## src/rtl/tmds_link_sequencer.sv

```systemverilog
// Link bring-up sequencer and per-cycle TMDS period scheduler for three serializer lanes.
// A 10-stage delay line gives the DE lookahead needed to place preamble and guard band.
module tmds_link_sequencer #(
  parameter int RST_CYCLES   = 16,
  parameter int FLUSH_CYCLES = 64,
  parameter int HDMI_MODE    = 1
) (
  input  logic       i_clk,
  input  logic       i_srst,
  input  logic       i_pll_locked,
  input  logic       i_de,
  input  logic       i_hsync,
  input  logic       i_vsync,
  input  logic [9:0] i_tmds_ch0,
  input  logic [9:0] i_tmds_ch1,
  input  logic [9:0] i_tmds_ch2,
  output logic [9:0] o_ch0,
  output logic [9:0] o_ch1,
  output logic [9:0] o_ch2,
  output logic       o_serdes_rst,
  output logic       o_link_up,
  output logic       o_blank_err
);

  localparam logic [2:0] WAIT_LOCK = 3'd0;
  localparam logic [2:0] SRST      = 3'd1;
  localparam logic [2:0] FLUSH     = 3'd2;
  localparam logic [2:0] WAIT_VS   = 3'd3;
  localparam logic [2:0] RUN       = 3'd4;

  localparam logic [9:0] TOK_00 = 10'b1101010100;
  localparam logic [9:0] TOK_01 = 10'b0010101011;
  localparam logic [9:0] TOK_10 = 10'b0101010100;
  localparam logic [9:0] TOK_11 = 10'b1010101011;
  localparam logic [9:0] GB_02  = 10'b1011001100;
  localparam logic [9:0] GB_1   = 10'b0100110011;

  function automatic logic [9:0] ctl_token(input logic [1:0] c);
    case (c)
      2'b00:   ctl_token = TOK_00;
      2'b01:   ctl_token = TOK_01;
      2'b10:   ctl_token = TOK_10;
      default: ctl_token = TOK_11;
    endcase
  endfunction

  // Stage packing: {de, vsync, hsync, ch2, ch1, ch0}
  logic [32:0] dl_reg [10];
  logic [32:0] in_vec;
  logic [32:0] tap;
  logic [10:1] ahead;

  assign in_vec = {i_de, i_vsync, i_hsync, i_tmds_ch2, i_tmds_ch1, i_tmds_ch0};
  assign tap    = dl_reg[9];

  genvar gi;
  generate
    for (gi = 0; gi < 10; gi++) begin : g_stage
      if (gi == 0) begin : g_first
        always_ff @(posedge i_clk) begin
          if (i_srst) dl_reg[gi] <= '0;
          else        dl_reg[gi] <= in_vec;
        end
      end else begin : g_rest
        always_ff @(posedge i_clk) begin
          if (i_srst) dl_reg[gi] <= '0;
          else        dl_reg[gi] <= dl_reg[gi-1];
        end
      end
    end
    // ahead[k] is the DE that follows the tapped cycle by k cycles
    for (gi = 1; gi < 10; gi++) begin : g_ahead
      assign ahead[gi] = dl_reg[9-gi][32];
    end
  endgenerate
  assign ahead[10] = i_de;

  logic       tap_de, tap_vs, tap_hs;
  logic       guard_zone, pre_zone;
  logic [2:0] state_reg, state_next;
  logic [9:0] cnt_reg;
  logic [3:0] blank_cnt_reg;
  logic       de_prev_reg, vs_prev_reg;
  logic [9:0] ch0_reg, ch1_reg, ch2_reg;
  logic [9:0] ch0_next, ch1_next, ch2_next;
  logic       err_reg, err_next;

  assign tap_de     = tap[32];
  assign tap_vs     = tap[31];
  assign tap_hs     = tap[30];
  assign guard_zone = ahead[1] | ahead[2];
  assign pre_zone   = |ahead[10:3];

  always_comb begin
    state_next = state_reg;
    if (!i_pll_locked) begin
      state_next = WAIT_LOCK;
    end else begin
      case (state_reg)
        WAIT_LOCK: state_next = SRST;
        SRST:      if (cnt_reg == 10'(RST_CYCLES - 1)) state_next = FLUSH;
        FLUSH:     if (cnt_reg == 10'(FLUSH_CYCLES - 1)) state_next = WAIT_VS;
        WAIT_VS:   if (tap_vs && !vs_prev_reg) state_next = RUN;
        RUN:       state_next = RUN;
        default:   state_next = WAIT_LOCK;
      endcase
    end
  end

  // Output words follow the next state so they change together with link_up/serdes_rst.
  always_comb begin
    ch0_next = TOK_00;
    ch1_next = TOK_00;
    ch2_next = TOK_00;
    case (state_next)
      FLUSH, WAIT_VS: begin
        ch0_next = ctl_token({tap_vs, tap_hs});
      end
      RUN: begin
        if (tap_de) begin
          ch0_next = tap[9:0];
          ch1_next = tap[19:10];
          ch2_next = tap[29:20];
        end else if (HDMI_MODE != 0 && guard_zone) begin
          ch0_next = GB_02;
          ch1_next = GB_1;
          ch2_next = GB_02;
        end else if (HDMI_MODE != 0 && pre_zone) begin
          ch0_next = ctl_token({tap_vs, tap_hs});
          ch1_next = TOK_01;
        end else begin
          ch0_next = ctl_token({tap_vs, tap_hs});
        end
      end
      default: ;
    endcase
  end

  assign err_next = (state_next == RUN) && tap_de && !de_prev_reg && (blank_cnt_reg < 4'd12);

  always_ff @(posedge i_clk) begin
    if (i_srst) begin
      state_reg     <= WAIT_LOCK;
      cnt_reg       <= '0;
      blank_cnt_reg <= '0;
      de_prev_reg   <= 1'b0;
      vs_prev_reg   <= 1'b0;
      ch0_reg       <= TOK_00;
      ch1_reg       <= TOK_00;
      ch2_reg       <= TOK_00;
      err_reg       <= 1'b0;
    end else begin
      state_reg <= state_next;
      if (state_next != state_reg)                   cnt_reg <= '0;
      else if (state_reg == SRST || state_reg == FLUSH) cnt_reg <= cnt_reg + 10'd1;
      if (tap_de)                     blank_cnt_reg <= '0;
      else if (blank_cnt_reg != 4'd15) blank_cnt_reg <= blank_cnt_reg + 4'd1;
      de_prev_reg <= tap_de;
      vs_prev_reg <= tap_vs;
      ch0_reg     <= ch0_next;
      ch1_reg     <= ch1_next;
      ch2_reg     <= ch2_next;
      err_reg     <= err_next;
    end
  end

  assign o_ch0        = ch0_reg;
  assign o_ch1        = ch1_reg;
  assign o_ch2        = ch2_reg;
  assign o_serdes_rst = (state_reg == WAIT_LOCK) || (state_reg == SRST);
  assign o_link_up    = (state_reg == RUN);
  assign o_blank_err  = err_reg;

endmodule

```

## config.mk

```make
export PLATFORM = sky130hd
export DESIGN_NAME = tmds_link_sequencer
export DESIGN_NICKNAME = d
export VERILOG_FILES = /design/src/rtl/tmds_link_sequencer.sv
export SDC_FILE = /design/constraint.sdc
export NUM_CORES = 1
export LEC_CHECK = 0
export BUFFER_PORTS_ARGS = -buffer_cell sky130_fd_sc_hd__buf_2
export CAP_MARGIN = 20
export CORE_UTILIZATION = 40
export CTS_CLUSTER_DIAMETER = 80
export DETAILED_ROUTE_END_ITERATION = 10
export HOLD_SLACK_MARGIN = 0.05
export PLACE_DENSITY = 0.68
export SYNTH_ARGS = -nofsm -noshare
export SYNTH_HDL_FRONTEND = slang
export SYNTH_SLANG_ARGS = --single-unit
```

## constraint.sdc

```tcl
create_clock -name i_clk -period 1.6 [get_ports i_clk]
set_clock_uncertainty 0.05 [all_clocks]
set_input_delay 0.16 -clock i_clk [delete_from_list [all_inputs] [get_ports i_clk]]
set_output_delay 0.16 -clock i_clk [all_outputs]
set_load 0.01 [all_outputs]
```

==> metrics <==
Worst Hold Path Cells 3; count of flip-flops with a built-in enable after synthesis 0; Synth cell types 55; post-synthesis instance area 11000 um^2; worst-case clock buffer depth 3; post-route minimum period 1790 ps; Final Slew Violations 0; final clock period utilization by the worst path 112%; detailed placer's ending HPWL about 8000 um; CP required 2000 ps; Min Hold Slack approximately 330 ps; outcome finished, violations left; Synth Register Bits 380; clock network power share 45.1%; Worst Reg2Reg Path Length in Cells 6; Net Sw Frac 19.3%; Slew Limit Headroom a little over two thirds; Initial DRT Pass Iterations 4; share of the core filled with cells in the final layout 49.8%; post-layout instance count excluding filler cells 1421; worst setup slack for register-to-register paths -190 ps; CP Buf/Inv Count 1; clock tree sinks 380; Detailed Route Iter0 Violations 270; wirelength, routed between 10000 and 15000 um; antenna violations before repair 1; timing-limited maximum frequency 557 MHz; Clock transition at path regs 60 ps; largest net degree at the start of global routing 110; Slowest Stage Delay on Critical Path around 540 ps; wire per inst 9.74 um; number of routed nets with antenna violations 0; net switching component of the power 3540 uW; share of cells above drive strength 1 17.7%; cell count after synthesis 934; horizontal extent of the die about 170 um; Die ar. 28300 um^2; path type of the worst min-delay path input pin to register; Cells after DPL between 1000 and 1500; post-route setup slack -195 ps; row count 60; antenna cells 0; Post-layout nets roughly 1100; biggest fanout along the worst timing path 3; average size of a mapped cell 11.8 um^2; H-Tree Level Count 2; DR vias/cell approximately 4; maxcap violations 0; sort of element at the end of the critical path register; share of total power in sequential cells 52.5%; type of element launching the critical path register; Reg2Reg Launch Point cnt_reg[6]; leading register cell type out of synthesis dfxtp_1; Max stage delay cell, worst path or4_4; cell internal power dissipation approximately 15000 uW; combined global-route utilization of all metal layers 10.1%; transition time at the pin with the least slew margin 447 ps; starting density of the core about two fifths; setup repair after global routing missed its margin yes; logic depth of the worst path, buffers included 6; residual DRC count 0; global-route wire length before repair 23700 um; area added between synthesis and finish 21.9%; Root Driver clkbuf_16; number of flip-flops under the largest register name 330; number of setup violations in the final report 22; clk_lat worst skew 510 ps; Reg-to-Reg End o_ch0[2]; weighted congestion at the end of routability-driven global placement 0.815; maximum ir drop on the vdd rail 0.858 mV; kind of cell with the highest combined delay on the critical path simple AND/OR/NAND/NOR gates; power density over cell area approximately 1400 nW/um^2; fraction of registers with async set/reset 0%; worst endpoint data arrival time approximately 2200 ps; ordered cell list for the critical path or4_4 > and4bb_2 > buf_4 > o21ba_2 > o21ai_0 > nand2_1; number of vias in the routed layout around 5600; total design power 18300 uW; kind of critical path register to register; share of power burned in combinational logic 2.4%; Port Buf Inserts slightly below 70; endpoints failing hold 0; net count after synthesis about 1000; clock tree from TritonCTS built; warnings from Yosys 0; post-place setup slack -141 ps; failing checks negative setup slack; Die Y-Extent 168 um; beginning of the worst hold path i_tmds_ch0[6]; CTS Buf Count 36; residual overflow from global routing 0; vias in the first global route 5209; capture endpoint of the worst hold path dl_reg[0][6]; most common cell after layout, fill and taps aside dfxtp_1; ports placed on the boundary 69; total core area 27000 um^2; commonest cells after routing, fill and taps aside dfxtp_1 (375), nor2b_1 (332), buf_2 (66); leakage dissipation 0.00543 uW; portion of the post-synthesis area used by sequential elements 68.9%
worst max path at each step:
stage                from  endpoint
6_report       cnt_reg[6]  o_ch0[2]
4_1_cts        cnt_reg[6]  o_ch0[9]
3_3_place_gp   cnt_reg[6]  o_ch0[3]
5_1_grt        cnt_reg[6]  o_ch0[3]
3_5_place_dp   cnt_reg[6]  o_ch0[8]
2_1_floorplan  cnt_reg[6]  o_ch0[4]
power by group through the flow:
stage / clock network, uW / logic, uW / registers, uW
final: 8280 / 435 / 9630
after global placement: 0 / 349 / 9840
after global routing: 8930 / 487 / 9640
after floorplan: 0 / 275 / 9830
after detailed placement: 0 / 356 / 9840
after CTS: 8550 / 427 / 9630
per-stage QoR:
step,area (um^2),TNS (ps)
2_1_floorplan,11000,-483
3_3_place_gp,11800,-824
3_5_place_dp,11800,-1560
4_1_cts,13400,-1700
5_1_grt,13500,-4010
6_report,13500,-2270
layout make-up:
type	count	area [um^2]
clock buffer	55	1110
multi-input combinational	496	3230
clock inverter	9	86.3
inverter	12	45.0
tap	341	427
sequential	380	7620
fill	2397	13600
timing repair buffer	128	948
Yosys cell counts, types with 2 or more instances:
library cell    n  share of area [%]
xnor2_1         7               0.56
inv_1          12               0.41
a21o_1          4               0.27
a21o_2          3               0.24
nor3_1         10               0.45
o21ai_0        10               0.45
and4bb_2        2               0.23
and2b_2         2               0.16
nor2b_1       333                 19
xor2_1          4               0.32
a21oi_1        10               0.45
nand2b_1        6               0.34
or2_2           3               0.17
ha_1            6               0.68
nand2_1        22               0.75
a31oi_1         3               0.17
and3_1          6               0.34
o21bai_1        2               0.14
nand3_1         7               0.32
and2_1          2               0.11
a211oi_1        2               0.14
clkbuf_1       40                1.4
clkbuf_8        3               0.37
nor2_1         23               0.78
nand3b_1        2               0.14
or4_1           2               0.14
dfxtp_1       380                 69
cell families (layout without fill, tap and decap cells):
group / Yosys count / in the layout / share of synthesized area (%)
AND/OR/NAND/NOR: 432 / 432 / 23.8
XOR/XNOR: 11 / 11 / 0.872
flip-flops: 380 / 380 / 68.9
multiplexers: 1 / 1 / 0.0906
adder cells (fa/ha/maj): 6 / 6 / 0.680
buffers and inverters: 59 / 204 / 2.79
AO/OA/AOI/OAI: 45 / 46 / 2.91
routing by layer:
metal	GRT usage, %	vias to the layer above	wire length, um
li1	-	3134	-
met1	12.6	2318	6860
met2	15.7	118	5810
met3	3.20	30	784
met4	5.38	2	361
met5	0	-	14
repair_timing:
action                     CTS  global route
hold endpoints to repair    57             0
buffers inserted             1             1
pin swaps                    0             5
setup endpoints to repair   24            29
hold buffers                35             0
cloned                       0             1
resized for setup           14            13
tightest hold or removal path, cell delays in order:
cell and delay (ps):
dlygate4sd3_1 510, buf_2 90, nor2b_1 100
(Power assumes the default switching activity.)
